### config.mk
export PLATFORM = sky130hd
export DESIGN_NAME = ex_muldiv
export DESIGN_NICKNAME = d
export VERILOG_FILES = /design/src/rtl/ex_muldiv.sv
export SDC_FILE = /design/constraint.sdc
export NUM_CORES = 1
export LEC_CHECK = 0
export CAP_MARGIN = 20
export CORE_MARGIN = 2
export CORE_UTILIZATION = 51
export DETAILED_ROUTE_END_ITERATION = 6
export GPL_ROUTABILITY_DRIVEN = 1
export PLACE_DENSITY_LB_ADDON = 0.08
export REMOVE_ABC_BUFFERS = 1
export SYNTH_ARGS = -nofsm -noshare
export SYNTH_HDL_FRONTEND = slang
export SYNTH_SLANG_ARGS = --single-unit
### constraint.sdc
create_clock -name clk -period 3.45 [get_ports clk]
set_clock_uncertainty 0.15 [all_clocks]
set_input_delay 1.035 -clock clk [delete_from_list [all_inputs] [get_ports clk]]
set_output_delay 1.035 -clock clk [all_outputs]
set_load 0.005 [all_outputs]
### src/rtl/ex_muldiv.sv
// ex_muldiv: EX-stage multiply/divide unit with architectural HI/LO.
// Runs unsigned MULTU (shift-add) and DIVU (restoring division) over WIDTH
// cycles. MULTU and DIVU never stall their own issue. Any later HI/LO-class
// instruction stalls the front of the pipe until the unit returns to IDLE.
module ex_muldiv #(
    parameter int WIDTH = 32,
    parameter int CNT_W = 5
) (
    input  logic             clk,
    input  logic             rst,
    input  logic             op_valid,
    input  logic             flush,
    input  logic [5:0]       funct,
    input  logic [WIDTH-1:0] rs_val,
    input  logic [WIDTH-1:0] rt_val,
    output logic             stall,
    output logic             busy,
    output logic [WIDTH-1:0] mf_data,
    output logic             mf_valid,
    output logic [WIDTH-1:0] hi,
    output logic [WIDTH-1:0] lo
);

    localparam logic [5:0] F_MFHI  = 6'h10;
    localparam logic [5:0] F_MTHI  = 6'h11;
    localparam logic [5:0] F_MFLO  = 6'h12;
    localparam logic [5:0] F_MTLO  = 6'h13;
    localparam logic [5:0] F_MULTU = 6'h19;
    localparam logic [5:0] F_DIVU  = 6'h1B;

    typedef enum logic [1:0] {
        IDLE,
        MUL,
        DIV
    } state_t;

    state_t           state;
    state_t           state_nxt;
    logic [CNT_W-1:0] cnt;
    // opd: multiplicand (MUL) or divisor (DIV)
    // acc: running high product half (MUL) or partial remainder (DIV)
    // shr: multiplier shifting out / low product shifting in (MUL),
    //      dividend shifting out / quotient shifting in (DIV)
    logic [WIDTH-1:0] opd;
    logic [WIDTH-1:0] acc;
    logic [WIDTH-1:0] shr;

    logic is_multu;
    logic is_divu;
    logic is_mfhi;
    logic is_mflo;
    logic is_mthi;
    logic is_mtlo;
    logic cls;
    logic accept;
    logic last;

    logic [WIDTH:0]   mul_sum;
    logic [WIDTH-1:0] mul_acc;
    logic [WIDTH-1:0] mul_shr;
    logic [WIDTH:0]   div_trial;
    logic [WIDTH:0]   div_diff;
    logic             div_ge;
    logic [WIDTH-1:0] div_acc;
    logic [WIDTH-1:0] div_shr;

    // Decode funct and form the class / acceptance qualifiers
    always_comb begin
        is_multu = (funct == F_MULTU);
        is_divu  = (funct == F_DIVU);
        is_mfhi  = (funct == F_MFHI);
        is_mflo  = (funct == F_MFLO);
        is_mthi  = (funct == F_MTHI);
        is_mtlo  = (funct == F_MTLO);
        cls      = op_valid && !flush &&
                   (is_multu || is_divu || is_mfhi || is_mflo || is_mthi || is_mtlo);
        last     = (cnt == CNT_W'(WIDTH - 1));
    end

    // One iteration step of each algorithm, evaluated from the current partials
    always_comb begin
        mul_sum   = {1'b0, acc} + (shr[0] ? {1'b0, opd} : '0);
        mul_acc   = mul_sum[WIDTH:1];
        mul_shr   = {mul_sum[0], shr[WIDTH-1:1]};
        div_trial = {acc, shr[WIDTH-1]};
        div_diff  = div_trial - {1'b0, opd};
        div_ge    = (div_trial >= {1'b0, opd});
        // With a zero divisor every step subtracts nothing, so the dividend
        // shifts wholesale into the remainder and the quotient fills with ones.
        div_acc   = div_ge ? div_diff[WIDTH-1:0] : div_trial[WIDTH-1:0];
        div_shr   = {shr[WIDTH-2:0], div_ge};
    end

    // State register
    always_ff @(posedge clk) begin
        if (rst) begin
            state <= IDLE;
        end else begin
            state <= state_nxt;
        end
    end

    // Next state and handshake outputs
    always_comb begin
        state_nxt = state;
        busy      = (state != IDLE);
        stall     = cls && busy;
        accept    = cls && !stall;
        mf_valid  = accept && (is_mfhi || is_mflo);
        mf_data   = '0;
        if (mf_valid) begin
            mf_data = is_mfhi ? hi : lo;
        end
        case (state)
            IDLE: begin
                if (accept && is_multu) begin
                    state_nxt = MUL;
                end else if (accept && is_divu) begin
                    state_nxt = DIV;
                end
            end
            MUL, DIV: begin
                if (last) begin
                    state_nxt = IDLE;
                end
            end
            default: state_nxt = IDLE;
        endcase
    end

    // Datapath: operand latch, iteration, result commit and MTHI/MTLO writes
    always_ff @(posedge clk) begin
        if (rst) begin
            cnt <= '0;
            opd <= '0;
            acc <= '0;
            shr <= '0;
            hi  <= '0;
            lo  <= '0;
        end else begin
            case (state)
                IDLE: begin
                    if (accept) begin
                        if (is_multu) begin
                            opd <= rs_val;
                            shr <= rt_val;
                            acc <= '0;
                            cnt <= '0;
                        end
                        if (is_divu) begin
                            opd <= rt_val;
                            shr <= rs_val;
                            acc <= '0;
                            cnt <= '0;
                        end
                        if (is_mthi) begin
                            hi <= rs_val;
                        end
                        if (is_mtlo) begin
                            lo <= rs_val;
                        end
                    end
                end
                MUL: begin
                    acc <= mul_acc;
                    shr <= mul_shr;
                    cnt <= cnt + CNT_W'(1);
                    if (last) begin
                        hi  <= mul_acc;
                        lo  <= mul_shr;
                        cnt <= '0;
                    end
                end
                DIV: begin
                    acc <= div_acc;
                    shr <= div_shr;
                    cnt <= cnt + CNT_W'(1);
                    if (last) begin
                        hi  <= div_acc;
                        lo  <= div_shr;
                        cnt <= '0;
                    end
                end
                default: begin
                    cnt <= '0;
                end
            endcase
        end
    end

endmodule

* Word level (Yosys, flattened, before mapping)
Index checks and enable logic that the tools add are counted.
** Word-level totals
- Register bits :: 167
- Logic and storage cells :: 87
** Cells by class
- $add $sub $neg :: 3
- Magnitude comparators :: 1
- Equality and inequality tests :: 17
- Muxes and demuxes :: 33
- Reductions and logical operators :: 26
** Operators by type and width (count)
- $mux 32 :: 20
- $pmux 32 s3 :: 4
- $eq 6x5->1 const B :: 6
- $add 32x32->33 :: 1
- $ge 33x32->1 :: 1
- $sub 32x32->32 :: 1
- $mux 5 :: 4
- $ne 2x2->1 const B :: 5
- $pmux 5 s2 :: 1
- $reduce_and 5->1 :: 2
- $logic_and 1x1->1 :: 7
- $logic_or 1x1->1 :: 6
- $mux 2 :: 3
- $ne 3x3->1 const B :: 2
- $reduce_and 3->1 :: 2
- $add 5x1->5 const B :: 1
- $eq 5x5->1 const B :: 1
- $pmux 2 s2 :: 1
- $reduce_and 2->1 :: 2
- $reduce_bool 2->1 :: 2
- $reduce_bool 3->1 :: 1
- $eq 2x1->1 const B :: 1
- $eq 2x2->1 const B :: 1
- $logic_not 1->1 :: 2
- 3 further kinds :: 3

* Longest topological paths before layout
Gate-level depths: netlist of run 1.
- Depth after elaboration :: 14
- Depth in mapped cells :: 14
- Depth with buffers taken out :: 12

* Worst setup path after synthesis of run 1
Ideal clock, no wire load.
- Kind :: input-to-output
- From :: in funct[0]
- To :: out mf_data[10]
- Arrival time :: 2229 ps
- Data required time :: 2265 ps
- Setup slack :: 36 ps
- Cell stages on the path :: 5
- Path through :: clkbuf_1 -> nor4_1 -> clkbuf_1 -> nand2_1 -> a21oi_1
** Between the ends
- Cells in the longest elaborated chain, start to end :: 12
- Elaborated cells between the ends (all ways) :: 19
- Classes of those cells :: eq/ne (6); mux (2); reduce/logical (11)
** RTL lines
- from (decl) :: RTL line 13 : input logic [5:0] funct,
- $eq 6x5->1 (on tied branches) :: RTL line 69, 70
- $logic_or 1x1->1 (5 in a row) :: RTL line 76 : (is_multu || is_divu || is_mfhi || is_mflo || is_mthi || is_mtlo);
- $logic_and 1x1->1 :: RTL line 75 : cls = op_valid && !flush &&
- $logic_and 1x1->1 :: RTL line 107 : stall = cls && busy;
- $logic_not 1->1 :: RTL line 108 : accept = cls && !stall;
- $logic_and 1x1->1 :: RTL line 108
- $logic_and 1x1->1 :: RTL line 109 : mf_valid = accept && (is_mfhi || is_mflo);
- $mux 32 (*) :: RTL line 111 : if (mf_valid) begin
- to (decl) :: RTL line 18 : output logic [WIDTH-1:0] mf_data,
Every way passes the cells marked *; elsewhere a longest branch is shown, timed or not.

* Final worst setup path of run 1
- From :: in funct[4]
- To :: out mf_data[8]
Same word-level chain as after synthesis.

==> results of run 1 <==
-- synthesized netlist by cell type (4+ instances only) --
cell type,instances
nor2b_1,9
inv_1,58
a211oi_1,48
a21o_1,39
o22ai_1,7
nand4_1,10
and4_1,8
mux2_2,5
o21bai_1,7
or2_2,7
a211o_1,5
o31a_1,11
nor3b_1,6
nor2_1,127
nand3_1,66
and3_1,12
or3_1,10
a221o_1,35
a2111oi_0,4
a31o_2,5
nand2b_1,5
dfxtp_1,167
and2_1,38
o21ai_0,54
a22o_1,11
nor3_1,21
a22oi_1,5
a31oi_1,24
o21a_1,16
o31ai_1,9
a21oi_1,171
ha_1,70
xor2_1,18
mux2i_1,66
clkbuf_1,102
o211ai_1,36
a311oi_1,12
a32o_1,4
a32oi_1,4
xnor2_1,33
buf_2,6
nand2_1,247
buf_1,5
-- logic make-up (layout without fill, tap and decap cells) --
| logic type | count (synthesis) | after routing | synth area share |
|---|---|---|---|
| AOI/OAI and AO/OA | 544 | 544 | 0.299 |
| xor gates and xnor gates | 51 | 51 | 0.0356 |
| adders and majority gates | 72 | 72 | 0.0730 |
| buffers and inverters | 175 | 521 | 0.0544 |
| DFF | 167 | 167 | 0.266 |
| muxes | 72 | 72 | 0.0583 |
| and+or+nand+nor | 582 | 584 | 0.213 |
-- final cells by class --
| cell class | count | area, um2 |
|---|---|---|
| Sequential cell | 167 | 3360 |
| Clock inverter | 14 | 161 |
| Multi-Input combinational cell | 1323 | 9410 |
| Timing Repair Buffer | 430 | 3810 |
| Fill cell | 1948 | 6430 |
| Inverter | 59 | 221 |
| Clock buffer | 18 | 439 |
| Tap cell | 324 | 405 |
-- metal layers --
layer | up-vias | global-route usage
met5 | - | 0
met2 | 788 | 0.586
li1 | 6769 | -
met3 | 101 | 0.0721
met1 | 7046 | 0.529
met4 | 0 | 0.108
-- how the worst max path moves through the flow --
stage | endpoint | cells after the start
floorplan | acc[10]$_SDFFE_PP0P_ | 9
global placement | mf_data[8] | 10
detailed placement | mf_data[23] | 10
CTS | mf_data[16] | 9
global route | mf_data[12] | 10
finish | mf_data[8] | 9
-- worst max-delay path, delay by kind of cell --
kind	cells	cell delay, ns
AO/OA/AOI/OAI	1	0.09
buffers and inverters	5	0.75
AND/OR/NAND/NOR	3	0.50
-- registers in the layout, summed over array words and instances, names as in the netlist --
| name | count |
|---|---|
| acc | 32 |
| shr | 32 |
| cnt | 5 |
| state | 2 |
| lo | 32 |
| hi | 32 |
| opd | 32 |
-- what timing repair did --
item,in CTS,in global routing
pin swaps,12,51
gates resized for setup,204,175
setup buffers,14,16
cloned,7,4
endpoints found under the setup margin,78,90
-- power by group --
part	leakage (nW)	switching (mW)	internal (mW)
Combinational	5.88	0.322	0.268
Clock	0.296	0.893	1.11
Sequential	1.35	0.00515	1.93
Total	7.52	1.22	3.31
==> results.py, run 1 <==
metrics = {
    "run_status": {
        "status": "complete, but fails checks",
        "violations": "DRC, setup timing",
    },
    "global_routing": {
        "grt_pass1_wl_um": 77400,
        "grt-ovfl-total": 0,
        "grtUsageTotal": 0.376,
        "grt_start_max_net_pins": 90,
        "antenna_found_initial": 0,
        "grt_pass1_vias": 13735,
    },
    "sta": {
        "worstMarginPinSlew_ns": 1.13,
        "hold_viol": 0,
        "drv_slew": 0,
        "fin_hold_ws_ns": 0.312,
        "period_share": 1.04,
        "period_needed_ns": 3.58,
        "maxSlewHeadroom": 0.248,
        "finalSetupViolations": 23,
        "fin_setup_tns_ns": -1.73,
        "worst_slack_ns": -0.132,
        "rsz0062_at_grt": "yes",
        "fmax_mhz": 279,
    },
    "worst_hold_path": {
        "hold_start": "cnt[4]$_SDFFE_PP0P_",
        "whs_endpoint": "cnt[4]$_SDFFE_PP0P_",
        "worstHoldPathCells": 2,
        "hold_path.class": "flip-flop to flip-flop",
    },
    "routing": {
        "vias": 14704,
        "vias_per_cell": 6.30,
        "drt-met1-wl_um": 21900,
        "drt-total-wl_um": 51600,
        "top_layer_used": "met4",
        "met2WireLength_um": 23200,
        "post-route-drc-count": 7,
        "wl_per_cell_um": 22.1,
        "met3WireLength_um": 5140,
        "drtIter0Drc": 1625,
        "detail-route-antenna-nets": 0,
        "firstDrtPassIters": 7,
    },
    "synthesis": {
        "yosys_warnings": 0,
        "avgSynthCellArea_um2": 7.55,
        "seq_area_frac_synth": 0.266,
        "synthFlopType": "dfxtp_1",
        "synthArstFlopShare": 0,
        "synthCells": 1663,
        "mappedNetlistArea_mm2": 0.0125,
        "ys_top_cells_by_area": "dfxtp_1, nand2_1, ha_1",
        "ys_ff_latch": 167,
        "yosysTopAreaCell": "dfxtp_1",
        "synth_edf_count": 0,
        "synth_cell_types": 85,
        "synth_top_area_frac": 0.266,
    },
    "pwr": {
        "power_mw": 4.53,
        "powerDensity_mw_per_mm2": 254,
        "p_leak_nw": 7.52,
        "max-vdd-ir-drop_mv": 0.304,
    },
    "layout": {
        "final_cells": 2335,
        "nets": 2144,
        "fin_area_mm2": 0.0178,
        "finish.utilization": 0.735,
        "n_antenna_cell": 0,
        "drive_above_1_share": 0.258,
        "syn2layout_area_growth_pct": 42.0,
        "mostFrequentLayoutCells": "nand2_1, buf_4, dfxtp_1",
        "final_common_cell": "nand2_1",
    },
    "critical_path": {
        "crit_arrival_ns": 2.40,
        "regToRegStartpoint": "shr[0]$_SDFFE_PP0P_",
        "cp-start-kind": "primary input",
        "path_common_cell": "buf_12",
        "reg2reg_slack_ns": 0.02,
        "cpMaxStageDelayCell": "nor3b_4",
        "worstSetupStartpoint": "funct[4]",
        "crit_fanout": 5,
        "max_stage_delay_ns": 0.28,
        "worstRegToRegCells": 12,
        "crit_path_end_kind": "primary output",
        "crit_path_cell_trace": "clkdlybuf4s15_1 > nand2_4 > nor3b_4 > nand3_4 > buf_12 > buf_12 > buf_8 > a21oi_2 > buf_2",
        "crit_required_ns": 2.26,
        "r2r-end": "hi[25]$_SDFFE_PP0P_",
        "crit_type": "primary input to primary output",
    },
    "clocking": {
        "clkTransAtPathRegs_ns": 0.07,
        "h-tree-depth": 4,
        "cts_sinks": 167,
        "clk_path_buf_depth": 2,
        "hold_buffers": 0,
        "clk_latency_ns": 0.44,
        "cts_root_buffer": "clkbuf_16",
        "cts_tree": "built",
        "numCtsBuffers": 17,
    },
    "job": {
        "max-cap-violations": 0,
    },
    "floorplanning": {
        "rows": 57,
        "dieArea_mm2": 0.0259,
        "die_y_um": 161,
        "ios": 173,
        "coreArea_mm2": 0.0242,
        "die_width_um": 161,
        "initial_core_util": 0.517,
    },
    "placement": {
        "placedCellCount": 2269,
        "gp_congestion": 0.987,
        "port_buffers": 172,
        "dpl.hpwl_um": 36700,
        "dpl_cell_area_mm2": 0.0161,
        "pre_cts_slack_ns": -0.748,
    },
}
Power figures use the tool's default switching activity.
==> run 2, diff against run 1 <==
--- a/config.mk
+++ b/config.mk
@@ -5,9 +5,10 @@
 export SDC_FILE = /design/constraint.sdc
 export NUM_CORES = 1
 export LEC_CHECK = 0
-export CAP_MARGIN = 20
+export CAP_MARGIN = 5
 export CORE_MARGIN = 2
 export CORE_UTILIZATION = 51
+export CTS_CLUSTER_SIZE = 25
 export DETAILED_ROUTE_END_ITERATION = 6
 export GPL_ROUTABILITY_DRIVEN = 1
 export PLACE_DENSITY_LB_ADDON = 0.08
==> results of run 2 <==
The final DEF is identical to that of run 1; final timing and power are the same.
==> run 3, diff against run 2 <==
--- a/config.mk
+++ b/config.mk
@@ -6,12 +6,11 @@
 export NUM_CORES = 1
 export LEC_CHECK = 0
 export CAP_MARGIN = 5
-export CORE_MARGIN = 2
 export CORE_UTILIZATION = 51
 export CTS_CLUSTER_SIZE = 25
 export DETAILED_ROUTE_END_ITERATION = 6
 export GPL_ROUTABILITY_DRIVEN = 1
-export PLACE_DENSITY_LB_ADDON = 0.08
+export PLACE_DENSITY_LB_ADDON = 0.1
 export REMOVE_ABC_BUFFERS = 1
 export SYNTH_ARGS = -nofsm -noshare
 export SYNTH_HDL_FRONTEND = slang
==> run 3 against run 2 <==
The flow finishes with violations (setup timing). Register-to-register slack got worse by 0.02 ns. Routed wire length decreased by 1.0%. Combinational power fell by 4.9%. Core utilization decreased by 0.50 points. Critical path type unchanged. Critical endpoint is now mf_data[10].
==> results.py, run 3 (same netlist as run 1, synthesis figures left out) <==
metrics = {
    "placement": {
        "gp_congestion": 1.02,
        "dpl_cell_area_mm2": 0.0161,
        "port_buffers": 172,
        "dpl.hpwl_um": 36600,
    },
    "critical_path": {
        "crit_required_ns": 2.26,
        "regToRegStartpoint": "shr[0]$_SDFFE_PP0P_",
        "crit_fanout": 5,
        "crit_type": "primary input to primary output",
        "cp-start-kind": "primary input",
        "crit_path_cell_trace": "buf_6 > nor2_4 > nand2_4 > buf_12 > nor3b_4 > nand3_4 > buf_8 > buf_6 > buf_6 > a21oi_2 > buf_2",
        "cpMaxStageDelayCell": "nor3b_4",
        "r2r-end": "hi[26]$_SDFFE_PP0P_",
        "reg2reg_slack_ns": 0,
        "worstRegToRegCells": 15,
        "path_common_cell": "buf_6",
        "crit_arrival_ns": 2.54,
        "crit_path_end_kind": "primary output",
        "max_stage_delay_ns": 0.25,
    },
    "floorplanning": {
        "ios": 173,
        "dieArea_mm2": 0.0252,
        "die_y_um": 159,
        "coreArea_mm2": 0.0242,
        "initial_core_util": 0.517,
        "die_width_um": 159,
        "rows": 57,
    },
    "layout": {
        "fin_area_mm2": 0.0177,
        "syn2layout_area_growth_pct": 41.0,
        "mostFrequentLayoutCells": "nand2_1, buf_4, dfxtp_1",
        "final_common_cell": "nand2_1",
        "nets": 2151,
        "finish.utilization": 0.730,
        "drive_above_1_share": 0.246,
    },
    "clocking": {
        "numCtsBuffers": 17,
        "cts_root_buffer": "clkbuf_16",
        "clkTransAtPathRegs_ns": 0.07,
        "clk_path_buf_depth": 2,
        "clk_latency_ns": 0.43,
        "hold_buffers": 0,
        "h-tree-depth": 4,
        "cts_tree": "built",
        "cts_sinks": 167,
    },
    "routing": {
        "vias": 14609,
        "drt-total-wl_um": 51100,
        "drt-met1-wl_um": 21600,
        "drtIter0Drc": 1466,
        "post-route-drc-count": 0,
        "wl_per_cell_um": 21.8,
        "firstDrtPassIters": 6,
        "met2WireLength_um": 22400,
        "vias_per_cell": 6.24,
        "met3WireLength_um": 5640,
        "top_layer_used": "met4",
        "detail-route-antenna-nets": 0,
    },
    "sta": {
        "finalSetupViolations": 33,
        "fin_setup_tns_ns": -5.53,
        "period_share": 1.08,
        "fmax_mhz": 269,
        "drv_slew": 0,
        "rsz0062_at_grt": "yes",
        "worst_slack_ns": -0.274,
        "period_needed_ns": 3.72,
        "hold_viol": 0,
        "maxSlewHeadroom": 0.306,
        "worstMarginPinSlew_ns": 1.04,
    },
    "global_routing": {
        "grt-ovfl-total": 0,
        "grtUsageTotal": 0.389,
        "grt_pass1_vias": 14026,
        "grt_pass1_wl_um": 78100,
        "grt_start_max_net_pins": 70,
        "antenna_found_initial": 1,
    },
    "pwr": {
        "p_leak_nw": 7.58,
        "powerDensity_mw_per_mm2": 243,
        "power_mw": 4.29,
        "max-vdd-ir-drop_mv": 0.328,
    },
    "run_status": {
        "violations": "setup timing",
        "status": "complete, but fails checks",
    },
    "job": {
        "max-cap-violations": 0,
    },
    "worst_hold_path": {
        "worstHoldPathCells": 2,
        "hold_path.class": "flip-flop to flip-flop",
        "hold_start": "cnt[4]$_SDFFE_PP0P_",
        "whs_endpoint": "cnt[4]$_SDFFE_PP0P_",
    },
}
-- run 3: changes by cell type in the layout (fill, tap and decap cells not counted), sizes merged --
cell | before | now
buf | 291 | 300
inv | 66 | 61
clkbuf | 21 | 24
clkinv | 4 | 7
bufinv | 2 | 0
clkinvlp | 1 | 3
diode | 0 | 2
clkdlybuf4s15 | 3 | 2
dlygate4sd2 | 3 | 2
dlymetal6s2s | 1 | 0
nand2 | 249 | 248
-- run 3: repair_timing --
item,4_1_cts,5_1_grt
pin swaps,34,40
endpoints found under the setup margin,53,83
resized for setup,205,142
setup buffers,23,22
cloned,7,2
-- run 3: worst max-delay path, delay by kind of cell --
family,cells,cell delay (ns)
buf+inv,6,0.77
simple gates,4,0.63
compound gates,1,0.09
-- run 3: final cells by class --
cell class	instances	area, um2
Antenna cell	2	5.00
Clock buffer	19	443
Clock inverter	12	96.3
Fill cell	1910	6560
Inverter	59	226
Multi-Input combinational cell	1322	9290
Sequential cell	167	3350
Tap cell	324	405
Timing Repair Buffer	438	3880
-- run 3: worst max path at each step --
stage	from	end
final	funct[5]	mf_data[10]
after global routing	funct[5]	mf_data[10]
after CTS	funct[2]	mf_data[22]
after detailed placement	funct[2]	mf_data[29]
after global placement	funct[2]	mf_data[4]
after floorplan	funct[2]	acc[10]$_SDFFE_PP0P_
-- run 3: routing by layer --
layer	vias to the layer above	global-route usage
li1	6760	-
met4	0	0.124
met1	6950	0.529
met5	-	0
met3	107	0.102
met2	792	0.597
-- run 3: report_power, final --
| group | internal, mW | switching [mW] | leakage, nW | total (mW) |
|---|---|---|---|---|
| clock | 0.947 | 0.849 | 0.258 | 1.80 |
| combinational | 0.257 | 0.304 | 5.97 | 0.561 |
| sequential | 1.93 | 0.00513 | 1.35 | 1.94 |
-- run 3: through the flow --
step           cells  hold WS, ns  worst slack, ns
5_1_grt         2341        0.336           -0.307
2_1_floorplan   1547        0.280            -2.23
6_report        2343        0.309           -0.274
3_5_place_dp    2270        0.303           -0.749
4_1_cts         2329        0.312           -0.550
3_3_place_gp    2270        0.295           -0.659
